==> config.mk <==
export PLATFORM = sky130hd
export DESIGN_NAME = swd_host_ctrl
export DESIGN_NICKNAME = d
export VERILOG_FILES = /design/src/rtl/swd_host_ctrl.sv
export SDC_FILE = /design/constraint.sdc
export NUM_CORES = 1
export LEC_CHECK = 0
export ABC_CLOCK_PERIOD_IN_PS = 5300
export BUFFER_PORTS_ARGS = -buffer_cell sky130_fd_sc_hd__buf_4
export CAP_MARGIN = 25
export CELL_PAD_IN_SITES_DETAIL_PLACEMENT = 0
export CELL_PAD_IN_SITES_GLOBAL_PLACEMENT = 2
export CORE_MARGIN = 5
export CORE_UTILIZATION = 41
export DETAILED_ROUTE_END_ITERATION = 8
export GPL_TIMING_DRIVEN = 0
export PLACE_DENSITY_LB_ADDON = 0.1
export SLEW_MARGIN = 20
export SYNTH_ARGS = -nofsm -noshare
export SYNTH_HDL_FRONTEND = slang
export SYNTH_SLANG_ARGS = --single-unit
==> constraint.sdc <==
create_clock -name clkin -period 5.3 [get_ports clkin]
set_clock_uncertainty 0.05 [all_clocks]
set_input_delay 0.265 -clock clkin [delete_from_list [all_inputs] [get_ports clkin]]
set_output_delay 0.265 -clock clkin [all_outputs]
set_load 0.005 [all_outputs]
==> src/rtl/swd_host_ctrl.sv <==
// SWD host transaction engine: serialises DP/AP single-word requests and the
// JTAG-to-SWD wake sequence onto SWCLK/SWDIO, retries WAIT, reports ACK/data.
module swd_host_ctrl #(
  parameter int DIV_HALF    = 24,
  parameter int IDLE_CYCLES = 2,
  parameter int MAX_RETRY   = 7,
  parameter int LRST_ONES   = 56
) (
  input  logic        clkin,
  input  logic        reset,
  input  logic        req_valid,
  output logic        req_ready,
  input  logic        req_lrst,
  input  logic        req_apndp,
  input  logic        req_rnw,
  input  logic [1:0]  req_addr,
  input  logic [31:0] req_wdata,
  output logic        rsp_valid,
  input  logic        rsp_ready,
  output logic [2:0]  rsp_ack,
  output logic [31:0] rsp_rdata,
  output logic        rsp_perr,
  output logic        SWCLK,
  output logic        swdio_o,
  output logic        swdio_oe,
  input  logic        swdio_i
);

  localparam int CNT_W = $clog2(2 * LRST_ONES + 16 + IDLE_CYCLES + 33);
  localparam int DIV_W = $clog2(DIV_HALF);
  localparam int RTY_W = ($clog2(MAX_RETRY + 1) > 3) ? $clog2(MAX_RETRY + 1) : 3;

  localparam logic [DIV_W-1:0] DIV_LAST  = DIV_W'(DIV_HALF - 1);
  localparam logic [RTY_W-1:0] RTY_MAX   = RTY_W'(MAX_RETRY);
  localparam logic [CNT_W-1:0] LR_SEL_LO = CNT_W'(LRST_ONES);
  localparam logic [CNT_W-1:0] LR_SEL_HI = CNT_W'(LRST_ONES + 16);
  localparam logic [CNT_W-1:0] LR_LAST   = CNT_W'(2 * LRST_ONES + 15);
  localparam logic [CNT_W-1:0] IC_LAST   = CNT_W'(IDLE_CYCLES - 1);
  localparam logic [15:0]      SEL_WORD  = 16'hE79E;
  localparam logic [2:0]       ACK_OK    = 3'b001;
  localparam logic [2:0]       ACK_WAIT  = 3'b010;

  typedef enum logic [3:0] {
    S_IDLE, S_LRST, S_HDR, S_TRN1, S_ACK, S_RDATA, S_RPAR,
    S_TRN2, S_WDATA, S_WPAR, S_IDLEC, S_RESP
  } state_t;

  state_t             state;
  state_t             nxt_state;
  state_t             idle_next;
  state_t             post_work;
  logic [CNT_W-1:0]   bit_cnt;
  logic [CNT_W-1:0]   nxt_idx;
  logic [DIV_W-1:0]   div_cnt;
  logic [RTY_W-1:0]   rty_cnt;

  logic               t_lrst;
  logic               t_apndp;
  logic               t_rnw;
  logic [1:0]         t_addr;
  logic [31:0]        t_wdata;
  logic [2:0]         ack_sr;
  logic [31:0]        rdata_sr;
  logic               par_bit;

  logic               busy;
  logic               tick;
  logic               rise;
  logic               accept;
  logic               ack_ok;
  logic               retry;
  logic               rd_ok;
  logic [7:0]         hdr_w;

  function automatic logic [7:0] make_hdr(input logic apndp, input logic rnw,
                                          input logic [1:0] addr);
    return {1'b1, 1'b0, addr[1] ^ addr[0] ^ apndp ^ rnw, addr[1], addr[0], rnw, apndp, 1'b1};
  endfunction

  function automatic logic lrst_bit(input logic [CNT_W-1:0] idx);
    if (idx < LR_SEL_LO)      return 1'b1;
    else if (idx < LR_SEL_HI) return SEL_WORD[4'(idx - LR_SEL_LO)];
    else                      return 1'b1;
  endfunction

  // {oe, o} presented on SWDIO for bit idx of state st
  function automatic logic [1:0] bit_drive(input state_t st, input logic [CNT_W-1:0] idx,
                                           input logic [7:0] hdr, input logic [31:0] wd);
    case (st)
      S_LRST:  return {1'b1, lrst_bit(idx)};
      S_HDR:   return {1'b1, hdr[idx[2:0]]};
      S_WDATA: return {1'b1, wd[idx[4:0]]};
      S_WPAR:  return {1'b1, ^wd};
      S_IDLEC: return 2'b10;
      default: return 2'b01;
    endcase
  endfunction

  function automatic logic [CNT_W-1:0] last_idx(input state_t st);
    case (st)
      S_LRST:           return LR_LAST;
      S_HDR:            return CNT_W'(7);
      S_ACK:            return CNT_W'(2);
      S_RDATA, S_WDATA: return CNT_W'(31);
      S_IDLEC:          return IC_LAST;
      default:          return '0;
    endcase
  endfunction

  assign busy      = (state != S_IDLE) && (state != S_RESP);
  assign tick      = (div_cnt == DIV_LAST);
  assign rise      = busy && tick && !SWCLK;
  assign accept    = req_valid && req_ready;
  assign ack_ok    = (ack_sr == ACK_OK);
  assign retry     = !t_lrst && (ack_sr == ACK_WAIT) && (rty_cnt < RTY_MAX);
  assign rd_ok     = !t_lrst && t_rnw && ack_ok;
  assign hdr_w     = make_hdr(t_apndp, t_rnw, t_addr);
  assign idle_next = retry ? S_HDR : S_RESP;
  assign post_work = (IDLE_CYCLES > 0) ? S_IDLEC : idle_next;

  // Bit sequencing: what follows the bit that is just ending
  always_comb begin
    nxt_state = state;
    nxt_idx   = bit_cnt + 1'b1;
    if (bit_cnt == last_idx(state)) begin
      nxt_idx = '0;
      case (state)
        S_LRST:  nxt_state = post_work;
        S_HDR:   nxt_state = S_TRN1;
        S_TRN1:  nxt_state = S_ACK;
        S_ACK:   nxt_state = (ack_ok && t_rnw) ? S_RDATA : S_TRN2;
        S_RDATA: nxt_state = S_RPAR;
        S_RPAR:  nxt_state = S_TRN2;
        S_TRN2:  nxt_state = (ack_ok && !t_rnw) ? S_WDATA : post_work;
        S_WDATA: nxt_state = S_WPAR;
        S_WPAR:  nxt_state = post_work;
        S_IDLEC: nxt_state = idle_next;
        default: nxt_state = state;
      endcase
    end
  end

  always_ff @(posedge clkin or posedge reset) begin
    if (reset) begin
      state     <= S_IDLE;
      bit_cnt   <= '0;
      div_cnt   <= '0;
      rty_cnt   <= '0;
      SWCLK     <= 1'b0;
      swdio_o   <= 1'b1;
      swdio_oe  <= 1'b0;
      req_ready <= 1'b1;
      rsp_valid <= 1'b0;
      rsp_ack   <= 3'b000;
      rsp_rdata <= '0;
      rsp_perr  <= 1'b0;
    end else begin
      case (state)
        S_IDLE: begin
          div_cnt <= '0;
          SWCLK   <= 1'b0;
          if (accept) begin
            state     <= req_lrst ? S_LRST : S_HDR;
            bit_cnt   <= '0;
            rty_cnt   <= '0;
            req_ready <= 1'b0;
            {swdio_oe, swdio_o} <= bit_drive(req_lrst ? S_LRST : S_HDR, '0,
                                             make_hdr(req_apndp, req_rnw, req_addr),
                                             req_wdata);
          end
        end
        S_RESP: begin
          div_cnt <= '0;
          SWCLK   <= 1'b0;
          if (rsp_ready) begin
            rsp_valid <= 1'b0;
            req_ready <= 1'b1;
            state     <= S_IDLE;
          end
        end
        default: begin
          if (!tick) begin
            div_cnt <= div_cnt + 1'b1;
          end else begin
            div_cnt <= '0;
            SWCLK   <= !SWCLK;
            // Falling SWCLK edge closes a bit and presents the next one
            if (SWCLK) begin
              state   <= nxt_state;
              bit_cnt <= nxt_idx;
              {swdio_oe, swdio_o} <= bit_drive(nxt_state, nxt_idx, hdr_w, t_wdata);
              if (nxt_state == S_HDR && state != S_HDR)
                rty_cnt <= rty_cnt + 1'b1;
              if (nxt_state == S_RESP) begin
                rsp_valid <= 1'b1;
                rsp_ack   <= t_lrst ? ACK_OK : ack_sr;
                rsp_rdata <= rd_ok ? rdata_sr : '0;
                rsp_perr  <= rd_ok && ((^rdata_sr) != par_bit);
              end
            end
          end
        end
      endcase
    end
  end

  // Request capture and target-bit sampling on the rising SWCLK edge
  always_ff @(posedge clkin) begin
    if (accept) begin
      t_lrst  <= req_lrst;
      t_apndp <= req_apndp;
      t_rnw   <= req_rnw;
      t_addr  <= req_addr;
      t_wdata <= req_wdata;
    end
    if (rise) begin
      case (state)
        S_ACK:   ack_sr[bit_cnt[1:0]]   <= swdio_i;
        S_RDATA: rdata_sr[bit_cnt[4:0]] <= swdio_i;
        S_RPAR:  par_bit                <= swdio_i;
        default: ;
      endcase
    end
  end

endmodule

== Word-level counts from Yosys, hierarchy flattened ==
Memories as Yosys holds them, arrays and structs flattened.
Cells that the tools add are included.

* Equality and inequality tests: 31
* Reductions and logical operators: 45
* Order comparisons: 10
* Multiplexer cells: 59
* Bitwise logic cells: 6
* Add/sub/neg operators: 4

{| class="wikitable"
|+ Operators with widths
! operator !! count
|-
| 32-bit parity || 3
|-
| 4-bit case mux with 9 select lines || 1
|-
| 7-bit case mux with 5 select lines || 1
|-
| 32-bit bitwise mux || 1
|-
| 4-bit equality test, second input constant || 8
|-
| 32-bit 2-to-1 mux || 1
|-
| 8-bit 2-to-1 mux || 4
|-
| 4-bit 2-to-1 mux || 6
|-
| 1-bit 2-to-1 mux || 21
|-
| 4-bit by 3-bit equality test with 1-bit output, second input constant || 4
|-
| 8-bit case mux with 2 select lines || 1
|-
| 2-bit nonzero test || 8
|-
| 3-bit 2-to-1 mux || 5
|-
| 1-bit logical AND || 14
|-
| 2-bit by 4-bit equality test with 1-bit output, second input constant || 3
|-
| 4-bit by 2-bit equality test with 1-bit output, second input constant || 3
|-
| 5-bit by 6-bit less-than comparator with 1-bit output, second input constant || 2
|-
| 4-bit AND reduction || 3
|-
| 5-bit 2-to-1 mux || 2
|-
| 2-bit case mux with 5 select lines || 1
|-
| 5-bit AND reduction || 2
|-
| 8-bit by 1-bit adder with 8-bit output, second input constant || 1
|-
| 4-bit by 1-bit equality test with 1-bit output, second input constant || 2
|-
| 8-bit equality test || 1
|-
| 39 further kinds || 57
|}

* Word-level logic and storage cells: 176
* Memory bits (read-only): 16
* Memories: 1
* Input bits: 42
* Register bits: 134
* Output and inout port bits: 41

{| class="wikitable"
|+ Memory list
! memory !! words !! width !! read ports !! clocked after Yosys merged registers in !! wr ports !! line !! text
|-
| (name not given) || 16 || 1 || 1 || 0 || 0 || 82 || <nowiki>else if (idx < LR_SEL_HI) return SEL_WORD[4'(idx - LR_SEL_LO)];</nowiki>
|}

== Depth between registers and ports, before layout ==
Gate-level depths: netlist of run 1.

* Depth in word-level cells: 14
* Gate-level depth with buffers: 14
* Depth with buffers taken out: 12

== Least setup slack after synthesis of run 1 ==
Ideal clock, no wire load.

* Path type: reg2reg
* From: register bit_cnt[5]
* To: register swdio_o
* Buffers on the path: 3
* Cell stages (with the launch flop): 14
* Required time: 5,153 ps
* Path slack: 2,257 ps
* Period minus slack after synthesis: 3,043 ps
* Setup time: 97 ps
* Arrival: 2,896 ps
* Cells stage by stage: dfrtp_1 -> buf_4 -> or3_1 -> a221o_1 -> buf_6 -> o41a_1 -> clkbuf_1 -> ha_1 -> inv_1 -> nor2_1 -> mux2i_1 -> nand4_1 -> a31o_2 -> o41ai_2

* Word-level cells in the longest chain between the ends: 11
* Elaborated cells on any way between the ends: 24
* Classes of those cells: add/sub (2); order compare (2); eq/ne (6); mux (13); memory (1)

{| class="wikitable"
|+ RTL lines
! item !! line !! text
|-
| start, declared || 52 || <nowiki>logic [CNT_W-1:0] bit_cnt;</nowiki>
|-
| start signal, assigned || 190 || <nowiki>bit_cnt <= nxt_idx;</nowiki>
|-
| 8-bit equality test || 125 || <nowiki>if (bit_cnt == last_idx(state)) begin</nowiki>
|-
| 8-bit 2-to-1 mux || 125 ||
|-
| 4-bit subtractor || 82 ||
|-
| memory read 16 x 1 bit || - ||
|-
| 1-bit 2-to-1 mux (not written as such) || 82 ||
|-
| 1-bit 2-to-1 mux || 82 ||
|-
| 1-bit 2-to-1 mux || 81 || <nowiki>if (idx < LR_SEL_LO) return 1'b1;</nowiki>
|-
| 2-bit case mux with 5 select lines * || 89 || <nowiki>case (st)</nowiki>
|-
| 1-bit 2-to-1 mux * || 188 || <nowiki>if (SWCLK) begin</nowiki>
|-
| 1-bit 2-to-1 mux * || 182 || <nowiki>if (!tick) begin</nowiki>
|-
| 1-bit case mux with 2 select lines * || 158 || <nowiki>case (state)</nowiki>
|-
| end signal, assigned || 167 || <nowiki>{swdio_oe, swdio_o} <= bit_drive(req_lrst ? S_LRST : S_HDR, '0,</nowiki>
|-
| end signal, assigned || 191 || <nowiki>{swdio_oe, swdio_o} <= bit_drive(nxt_state, nxt_idx, hdr_w, t_wdata);</nowiki>
|-
| end, declared || 24 || <nowiki>output logic swdio_o,</nowiki>
|}

Mark *: on every way between the ends. The rest lies on a longest branch, timed or not. The select of a mux whose other input is x is not followed.
A chain may end at the register's enable or synchronous reset.

== Final worst setup path of run 1 ==
* From: register state[2]
* To: register swdio_o

* Word-level cells in the longest chain between the ends: 14
* Elaborated cells on any way between the ends: 44
* Classes of those cells: add/sub (1); order compare (2); eq/ne (18); mux (15); bitwise (1); reduce/logical (6); memory (1)

{| class="wikitable"
|+ RTL lines
! item !! line !! text
|-
| start, declared || 48 || <nowiki>state_t state;</nowiki>
|-
| start signal, assigned || 163 || <nowiki>state <= req_lrst ? S_LRST : S_HDR;</nowiki>
|-
| start signal, assigned || 189 || <nowiki>state <= nxt_state;</nowiki>
|-
| 4-bit equality test / 4-bit by 3-bit equality test with 1-bit output (equally long branches) || 100, 127 ||
|-
| 2-bit OR reduction || 100 || <nowiki>case (st)</nowiki>
|-
| 7-bit case mux with 5 select lines || 100 ||
|-
| 8-bit equality test || 125 ||
|-
| 8-bit 2-to-1 mux || 125 ||
|-
| 4-bit subtractor || 82 ||
|-
| memory read 16 x 1 bit || - ||
|-
| 1-bit 2-to-1 mux (not written as such) || 82 ||
|-
| 1-bit 2-to-1 mux || 82 ||
|-
| 1-bit 2-to-1 mux || 81 ||
|-
| 2-bit case mux with 5 select lines || 89 ||
|-
| 1-bit 2-to-1 mux || 188 ||
|-
| 1-bit 2-to-1 mux || 182 ||
|-
| 1-bit case mux with 2 select lines || 158 ||
|}

Several ways; a longest one is shown, not always the timed one. The select of a mux whose other input is x is not followed.

==> metrics.md, run 1 <==
| Metric | Value |
|---|---|
| Rows | `47` |
| Share of layout cells above drive strength 1 | `19.9%` |
| Top FF cell, synth | `edfxtp_1` |
| HP Class | `input pin to flip-flop` |
| Power per cell area | `261 nW/um^2` |
| FF/Latch Area | `3720 sq um` |
| Clock Path Buffers | `2` |
| CTS Buf Count | `17` |
| FF-to-FF setup slack | `1.57 ns` |
| Commonest cells after routing, fill and taps aside | `nand2_1 (103), buf_4 (88), edfxtp_1 (73)` |
| Clock Pin Slew Worst Setup and Hold Paths | `0.06 ns` |
| Status | `finished, final reports clean` |
| Final hold viol count | `0` |
| Final Setup Violations | `0` |
| Vias/cell | `5.09` |
| Core ar. | `16600 sq um` |
| Final Util | `53.1%` |
| Final Cycle Share | `70.4%` |
| First-pass GRT wire length | `26900 microns` |
| EDFF count, synth | `73` |
| Async set-reset flop share out of synthesis | `45.5%` |
| Post-Syn Area | `6930 sq um` |
| Worst-Margin Slew | `0.835 ns` |
| Worst R2R Path Depth | `13` |
| Hold Path Cell Cnt | `3` |
| Initial antenna violation count | `0` |
| PnR Total Power | `2.30 mW` |
| Initial core utilization | `41.8%` |
| Startpoint types | `flip-flop` |
| CTS tree | `yes` |
| Top Ports | `83` |
| Area grow syn2layout | `27.1%` |
| RR Endpoint | `swdio_o` |
| Placer Congestion | `0.829` |
| Peak supply drop | `202 uV` |
| Fillers | `1511` |
| Critical Path Start | `state[2]` |
| Mapped Cells | `635` |
| WHS Endpoint | `req_ready` |
| Syn nets | `685` |
| Htree depth | `4` |
| Post-DR wirelength/cell | `16.2 microns` |
| CP max FO | `10` |
| Fin crit period | `3.73 ns` |
| Max-cap viol count | `0` |
| I/O Buffers | `82` |
| Setup ws final | `1.57 ns` |
| Yosys reg bits | `134` |
| CTS sink count | `134` |
| Syn. warnings | `0` |
| Setup TNS | `0 ns` |
| Sequential-to-total area share from yosys stat | `53.7%` |
| Fin nets | `826` |
| GRT overflow | `0` |
| Die area | `19600 sq um` |
| ANT cells | `0` |
| Clk root buf | `clkbuf_16` |
| Lkg Pwr | `3.35 nW` |
| DRC Markers | `0` |
| Syn_area_per_cell | `10.9 sq um` |
| CP arrival | `4.01 ns` |
| CP Capture Type | `flip-flop` |
| CP Class | `flip-flop to flip-flop` |
| Global Route Usage Sum | `17.2%` |
| FMAX | `268 MHz` |
| Max-slew headroom | `44.2%` |
| Worst-Skew Late Latency | `0.42 ns` |
| Place WS | `1.59 ns` |
| Final WL | `16400 microns` |
| Unique cell type count in the Yosys netlist | `73` |
| Die width | `140 microns` |
| DRT iter0 DRCs | `249` |
| Antenna Nets Post-Route | `0` |
| Slew Viols, Final | `0` |
| Pin count of the biggest net entering global routing | `37` |
| Reg-to-reg startpoint | `state[2]` |
| DRT Pass-1 Iters | `4` |
| Vias post-DR | `5137` |
| Vias in the first global route | `5202` |
| HP Start | `rsp_ready` |
| RSZ-0062 raised after global routing | `false` |
| Die Height | `140 microns` |
| Required @ worst endpoint | `5.58 ns` |
| Area occupied by multi-input gates | `2970 sq um` |
| Placed wire-length estimate | `11800 microns` |
| Most common cell after layout, fill and taps aside | `nand2_1` |
-- synth_stat cells (10+ instances only) --
cell	number	area (sq um)
dfrtp_1	59	1480
a21oi_1	20	100
clkbuf_1	10	37.5
nand3_1	15	75.1
nand2_1	103	387
o21ai_0	17	85.1
edfxtp_1	73	2190
xnor2_1	63	552
nor2_1	66	248
mux2i_1	12	120
o21ai_1	38	190
xor2_1	12	105
-- critical path: stages, from the launching register on --
cell and delay, ns:
dfrtp_1 0.41, buf_4 0.19, nor4b_2 0.52, o21ai_1 0.23, o2bb2ai_2 0.28, o41a_1 0.57
clkbuf_1 0.30, ha_1 0.35, inv_1 0.06, nor2_1 0.04, mux2i_1 0.22, nand4_1 0.13
a31o_2 0.23, o41ai_2 0.04
-- registers in the layout (all words and copies together), names as in the netlist --
name	count
ack_sr	3
bit_cnt	8
rsp_valid	1
t_wdata	32
div_cnt	5
t_lrst	1
state	4
rsp_ack	3
par_bit	1
t_apndp	1
rdata_sr	32
t_rnw	1
swdio_oe	1
t_addr	2
SWCLK	1
rsp_perr	1
rsp_rdata	32
swdio_o	1
rty_cnt	3
req_ready	1
-- area by class of cell --
class,instances,area share [%]
Clock inverter,11,1.05
Tap cell,220,3.13
Inverter,12,0.540
Sequential cell,134,42.3
Clock buffer,21,5.36
Multi-Input combinational cell,460,33.8
Timing Repair Buffer,122,11.8
Buffer,29,2.15
-- power breakdown --
| group | switching, mW | total (mW) | internal (mW) |
|---|---|---|---|
| clock | 0.455 | 1.14 | 0.684 |
| sequential | 0 | 1.10 | 1.10 |
| combinational | 0.0215 | 0.0601 | 0.0386 |
-- cells by family (layout without fill, tap and decap cells) --
| logic type | Yosys count | after routing | share of synthesized area [%] |
|---|---|---|---|
| simple gates | 243 | 243 | 17.0 |
| fa+ha+maj | 8 | 8 | 1.45 |
| compound gates | 120 | 120 | 12.5 |
| xor+xnor | 75 | 75 | 9.49 |
| mux | 14 | 14 | 2.44 |
| buf+inv | 41 | 195 | 3.38 |
| flops | 134 | 134 | 53.7 |
-- worst max-delay path by stage --
stage                   end  slack (ns)
floorplan           swdio_o        2.26
global placement    swdio_o        1.61
detailed placement  swdio_o        1.59
CTS                 swdio_o        1.57
global route        swdio_o        1.41
finish              swdio_o        1.57
-- repair_timing --
action	CTS	global route
endpoints found under the hold margin	62	0
hold buffers	38	0
endpoints found under the setup margin	0	0
buffers inserted	0	0
gates resized for setup	0	0
-- layer usage --
metal / vias up / share of wire, % / track usage [%]
met4: 0 / 1.8 / 5.66
met1: 2467 / 42 / 20.6
met2: 110 / 53 / 30.7
li1: 2540 / - / -
met5: - / 0 / 0
met3: 20 / 3.9 / 3.54
-- through the flow --
stage,area (sq um),hold slack (ns),std cells
2_1_floorplan,6930,0.314,635
4_1_cts,8800,0.0417,1009
5_1_grt,8800,0.0624,1009
3_3_place_gp,7820,0.393,937
6_report,8800,0.0532,1009
3_5_place_dp,7860,0.246,939
Note: power is estimated with default switching activity, not from simulation.
==> run 2: changes to the inputs <==
Settings changed: ABC_CLOCK_PERIOD_IN_PS 5300 to 3600, CORE_UTILIZATION 41 to 38.
Clock period 5.3 ns to 3.6 ns, I/O delays scaled along.
==> run 2 against run 1 <==
  * Sequential power increased by 47%
  * Die area increased by 7.3%
  * Critical endpoint unchanged
  * Largest cell class unchanged
  * Core utilization decreased by 3.5 points
  * Final cell count increased by 1.3%
  * Global-route usage decreased by 1.0 points
  * Combinational power increased by 48%
  * Register-to-register slack got worse by 1.4 ns
  * Critical path depth unchanged
  * Via count about the same
  * First-iteration DRC count decreased by 10%
  * Non-clock buffer count increased by 4
  * Critical path type unchanged
  * Highest routed layer unchanged
==> metrics.md, run 2 (synthesis gave the netlist of run 1 again) <==
| Metric | Value |
|---|---|
| Worst-Skew Late Latency | `0.42 ns (about the same)` |
| CP arrival | `3.66 ns (-0.35 ns)` |
| Global Route Usage Sum | `16.1% (-1.0 points)` |
| Clock Path Buffers | `2 (unchanged)` |
| PnR Total Power | `3.39 mW (+47%)` |
| Peak supply drop | `308 uV (+52%)` |
| Top Ports | `83 (unchanged)` |
| CP Capture Type | `flip-flop` |
| Max-cap viol count | `0 (unchanged)` |
| CTS Buf Count | `17 (unchanged)` |
| Final hold viol count | `0 (unchanged)` |
| CP max stage cell | `o41a_1` |
| Rows | `49 (+4.3%)` |
| ANT cells | `0 (unchanged)` |
| Placed wire-length estimate | `12200 microns (+2.8%)` |
| Status | `finished, final reports clean` |
| Initial antenna violation count | `0 (unchanged)` |
| Core ar. | `18000 sq um (+8.3%)` |
| Die width | `145 microns (+3.6%)` |
| Vias post-DR | `5134 (-0.058%)` |
| Worst-Margin Slew | `0.773 ns (-0.0619 ns)` |
| Final Cycle Share | `94.1% (+24 points)` |
| Placer Congestion | `0.814 (-1.7%)` |
| DRT iter0 DRCs | `223 (-10%)` |
| First-pass GRT wire length | `27400 microns (+2.1%)` |
| Slowest stage delay, CP | `0.47 ns (-0.10 ns)` |
| Antenna Nets Post-Route | `0 (unchanged)` |
| FMAX | `295 MHz (+10%)` |
| Crit path cell chain | `buf_4 > nor4b_4 > o21ai_1 > o2bb2ai_4 > o41a_1 > clkbuf_2 > ha_1 > inv_1 > nor2_1 > mux2i_1 > nand4_1 > a31o_2 > o41ai_2` |
| Slew Viols, Final | `0 (unchanged)` |
| Power per cell area | `380 nW/um^2 (+46%)` |
| Required @ worst endpoint | `3.88 ns (-1.70 ns)` |
| CP Class | `flip-flop to flip-flop` |
| Vias in the first global route | `5321 (+2.3%)` |
| CP endpoint | `swdio_o` |
| Vias/cell | `5.02 (-1.3%)` |
| Reg-to-reg startpoint | `state[3]` |
| GRT overflow | `0 (unchanged)` |
| Htree depth | `4 (unchanged)` |
| HP Class | `input pin to flip-flop` |
| Startpoint types | `flip-flop` |
| I/O Buffers | `82 (unchanged)` |
| DRC Markers | `0 (unchanged)` |
| CP max FO | `10 (unchanged)` |
| CTS sink count | `134 (unchanged)` |
| RSZ-0062 raised after global routing | `false` |
| Post-DR wirelength/cell | `16.3 microns (+0.17%)` |
| Worst R2R Path Depth | `13 (unchanged)` |
| Final WL | `16600 microns (+1.5%)` |
| Pin count of the biggest net entering global routing | `38 (+2.7%)` |
| Clk root buf | `clkbuf_16` |
| Die area | `21000 sq um (+7.3%)` |
| Fin nets | `830 (+0.48%)` |
| Area grow syn2layout | `28.7%` |
| Final instance area | `8920 sq um (+1.3%)` |
| Fin crit period | `3.39 ns (-0.341 ns)` |
| Placed cell area | `7870 sq um (+0.14%)` |
| DRT Pass-1 Iters | `6 (+2)` |
| Max-slew headroom | `48.4% (+4.1 points)` |
| Final Setup Violations | `0 (unchanged)` |
| Most common cell after layout, fill and taps aside | `nand2_1` |
| FF-to-FF setup slack | `0.21 ns (-1.36 ns)` |
| Lkg Pwr | `3.47 nW (+3.3%)` |
| CTS tree | `yes` |
| Initial core utilization | `38.6% (-3.2 points)` |
| RR Endpoint | `swdio_o` |
| Fillers | `1654 (+9.5%)` |
| Share of layout cells above drive strength 1 | `20.7% (+0.78 points)` |
| Commonest cells after routing, fill and taps aside | `nand2_1 (103), buf_4 (92), edfxtp_1 (73)` |
| Clock Pin Slew Worst Setup and Hold Paths | `0.06 ns (about the same)` |
| Die Height | `145 microns (+3.6%)` |
| Critical Path Start | `state[3]` |
## run 2: area by class of cell
type	instances	area, sq um	area share (%)
buffer	28	186	2.09
inverter	12	47.5	0.533
multi-input combinational	460	3030	34.0
tap	229	287	3.21
clock inverter	10	93.8	1.05
sequential	134	3720	41.7
clock buffer	22	475	5.33
timing repair buffer	127	1080	12.1
## run 2: per-layer routing
metal  global-route usage, %  routed length, microns  vias to the layer above
li1                        -                       -                     2545
met5                       0                       0                        -
met1                    19.0                    7040                     2467
met2                    28.8                    8740                      105
met4                    5.60                     250                        0
met3                    3.62                     586                       17
## run 2: how the worst min path moves through the flow
stage                       start  slack (ns)  depth (start not counted)           end
finish                    swdio_i        0.12                          1  rdata_sr[21]
global route              swdio_i        0.12                          1  rdata_sr[21]
CTS                       swdio_i        0.11                          1  rdata_sr[21]
detailed placement          reset        0.14                          2  rsp_rdata[3]
global placement    req_wdata[18]        0.31                          1   t_wdata[18]
floorplan                 swdio_i        0.23                          0     ack_sr[0]
## run 2: repair_timing
item | 4_1_cts | 5_1_grt
hold endpoints to repair | 63 | 0
resized for setup | 2 | 6
setup endpoints to repair | 1 | 41
setup buffers | 0 | 4
hold buffers | 39 | 0
pin swaps | 0 | 2
## run 2: critical path, delay by kind of cell (launching register included)
family                     cells  cell delay (ns)
DFF                            1             0.42
buffers and inverters          3             0.52
muxes                          1             0.20
and+or+nand+nor                3             0.55
AOI/OAI and AO/OA              5             1.24
adders and majority gates      1             0.31
## run 2: stage by stage
step | setup TNS (ns) | hold slack [ns] | setup slack (ns) | cells | utilization [%]
finish | 0 | 0.124 | 0.213 | 1022 | 49.6
global route | 0 | 0.123 | 0.00132 | 1022 | 49.6
CTS | 0 | 0.113 | 0.0230 | 1019 | 49.2
detailed placement | -0.0839 | 0.140 | -0.0839 | 948 | 43.8
global placement | -0.0615 | 0.308 | -0.0615 | 946 | 43.6
floorplan | 0 | 0.229 | 0.557 | 635 | -
## run 2: report_power, final
part           switching, mW  internal, mW  total, mW
combinational         0.0313        0.0575     0.0888
sequential                 0          1.62       1.62
clock                  0.669          1.01       1.68
total                  0.700          2.69       3.39
==> run 3: changes to the inputs <==
Settings changed: ABC_CLOCK_PERIOD_IN_PS 3600 to 4200, CORE_UTILIZATION 38 to 41, PLACE_DENSITY set to 0.87, PLACE_DENSITY_LB_ADDON 0.1 to unset.
Clock period 3.6 ns to 4.2 ns, I/O delays scaled along.
==> run 3 against run 2 <==
  * Register-to-register slack better by 0.36 ns
  * Fmax down 6.7%
  * Clock-buffer cell count up 5
  * Worst hold slack better by 0.036 ns
  * Critical endpoint unchanged
  * Sequential share of layout area up 0.37 points
  * Highest routed layer unchanged
  * Core utilization up 3.7 points
==> metrics.md, run 3 (synthesis gave the netlist of run 1 again) <==
| Metric | Value |
|---|---|
| CP max FO | `10 (unchanged)` |
| Die area | `19600 sq um (-6.8%)` |
| Reg-to-reg startpoint | `state[2]` |
| Commonest cells after routing, fill and taps aside | `nand2_1 (103), buf_4 (88), edfxtp_1 (73)` |
| Vias post-DR | `5108 (-0.51%)` |
| Int Power | `2.35 mW (-13%)` |
| DRT Pass-1 Iters | `5 (-1)` |
| Lkg Pwr | `3.37 nW (-2.8%)` |
| Place WS | `0.554 ns (+0.638 ns)` |
| CP endpoint | `swdio_o` |
| Setup ws final | `0.570 ns (+0.357 ns)` |
| Initial core utilization | `41.8% (+3.2 points)` |
| DRT iter0 DRCs | `235 (+5.4%)` |
| Worst-Margin Slew | `0.736 ns (-0.0363 ns)` |
| GRT overflow | `0 (unchanged)` |
| Antenna Nets Post-Route | `0 (unchanged)` |
| NetSw | `0.568 mW (-19%)` |
| Area grow syn2layout | `27.6%` |
| Clk root buf | `clkbuf_16` |
| FMAX | `275 MHz (-6.7%)` |
| Top Ports | `83 (unchanged)` |
| Clock Path Buffers | `2 (unchanged)` |
| Placed wire-length estimate | `11700 microns (-3.5%)` |
| DRC Markers | `0 (unchanged)` |
| Pin count of the biggest net entering global routing | `38 (unchanged)` |
| Placer Congestion | `0.807 (-0.92%)` |
| Rows | `47 (-4.1%)` |
| Vias/cell | `5.06 (+0.68%)` |
| Core ar. | `16600 sq um (-7.7%)` |
| Most common cell after layout, fill and taps aside | `nand2_1` |
| Initial antenna violation count | `0 (unchanged)` |
| Worst-Skew Late Latency | `0.41 ns (about the same)` |
| HP Class | `input pin to flip-flop` |
| Fin nets | `827 (-0.36%)` |
| Fillers | `1475 (-11%)` |
| Max-slew headroom | `50.8% (+2.4 points)` |
| CP Class | `flip-flop to flip-flop` |
| Startpoint types | `flip-flop` |
| CTS sink count | `134 (unchanged)` |
| Inst Count DP | `939 (-0.95%)` |
| Clock power share | `49.7% (about the same)` |
| CTS Hold Bufs | `39 (unchanged)` |
| Final WL | `16100 microns (-3.4%)` |
| CP Capture Type | `flip-flop` |
| Switching share of power | `19.5% (-1.2 points)` |
| Post-CTS resize count | `0 (-2)` |
| Comb pwr share | `2.6% (about the same)` |
| CTS Buf Count | `17 (unchanged)` |
| Final Setup Violations | `0 (unchanged)` |
| Share of layout cells above drive strength 1 | `19.7% (-0.93 points)` |
| Power per cell area | `330 nW/um^2 (-13%)` |
| Critical Path Start | `state[2]` |
| RR Endpoint | `swdio_o` |
| First-pass GRT wire length | `26400 microns (-3.8%)` |
| Max-cap viol count | `0 (unchanged)` |
| Die Height | `140 microns (-3.5%)` |
| CTS tree | `yes` |
| Final Cycle Share | `86.4% (-7.7 points)` |
| Sequential power share | `47.7% (about the same)` |
| Htree depth | `4 (unchanged)` |
| Non-filler instance count after layout | `1010 (-1.2%)` |
| Global Route Usage Sum | `16.8% (+0.72 points)` |
| Postcts setup bufs | `0 (unchanged)` |
| Final hold viol count | `0 (unchanged)` |
| Required @ worst endpoint | `4.46 ns (+0.58 ns)` |
| CP arrival | `3.89 ns (+0.23 ns)` |
| RSZ-0062 raised after global routing | `false` |
| Setup TNS | `0 ns (unchanged)` |
| Status | `finished, final reports clean` |
| Fin crit period | `3.63 ns (+0.243 ns)` |
| ANT cells | `0 (unchanged)` |
| Slew Viols, Final | `0 (unchanged)` |
| Clock Pin Slew Worst Setup and Hold Paths | `0.05 ns (about the same)` |
| Peak supply drop | `274 uV (-11%)` |
| Post-DR wirelength/cell | `15.9 microns (-2.2%)` |
| Worst R2R Path Depth | `13 (unchanged)` |
| FF-to-FF setup slack | `0.57 ns (+0.36 ns)` |
| Vias in the first global route | `5208 (-2.1%)` |
| I/O Buffers | `82 (unchanged)` |
| Die width | `140 microns (-3.5%)` |
-- run 3: metrics by stage --
stage	cell area, sq um	hold slack, ns	power [mW]	util, %
after detailed placement	7860	0.190	1.46	47.4
after CTS	8840	0.150	2.95	53.3
after global placement	7820	0.338	1.46	47.1
after floorplan	6930	0.259	1.42	-
final	8840	0.160	2.92	53.3
after global routing	8840	0.168	3.01	53.3
-- run 3: layout make-up --
cell class,instances,area [sq um],area share (%)
sequential,134,3720,42.1
multi-input combinational,460,2970,33.6
timing repair buffer,123,1050,11.8
clock buffer,27,557,6.30
tap,220,275,3.11
buffer,29,189,2.14
inverter,12,47.5,0.538
clock inverter,5,31.3,0.354
-- run 3: worst min path at each step --
stage | startpoint | to | slack (ns) | cells past startpoint
2_1_floorplan | swdio_i | ack_sr[0] | 0.26 | 0
3_3_place_gp | req_wdata[24] | t_wdata[24] | 0.34 | 1
3_5_place_dp | reset | rsp_ack[0] | 0.19 | 2
4_1_cts | req_valid | t_lrst | 0.15 | 2
5_1_grt | swdio_i | rdata_sr[25] | 0.17 | 1
6_report | req_valid | t_lrst | 0.16 | 2
-- run 3: layer usage --
layer	track usage [%]	up-vias	wire length (microns)	part of all wire, %
li1	-	2540	-	-
met1	20.5	2439	7030	44
met2	29.7	115	8190	51
met4	5.41	0	213	1.3
met3	3.68	14	618	3.8
met5	0	-	0	0
-- run 3: power by group through the flow --
stage	clock, mW	combinational [mW]	sequential (mW)
final	1.45	0.0769	1.39
after global routing	1.53	0.0858	1.39
after CTS	1.48	0.0772	1.39
after detailed placement	0	0.0487	1.42
after global placement	0	0.0440	1.42
after floorplan	0	0.00859	1.42
-- run 3: critical path, stage by stage (launching register included) --
cell and delay [ns]:
dfrtp_1 0.41, buf_4 0.19, nor4b_2 0.51, o21ai_1 0.21
o2bb2ai_2 0.26, o41a_1 0.57, clkbuf_1 0.30, ha_1 0.34
inv_1 0.06, nor2_1 0.04, mux2i_1 0.18, nand4_1 0.11
a31o_2 0.23, o41ai_2 0.05
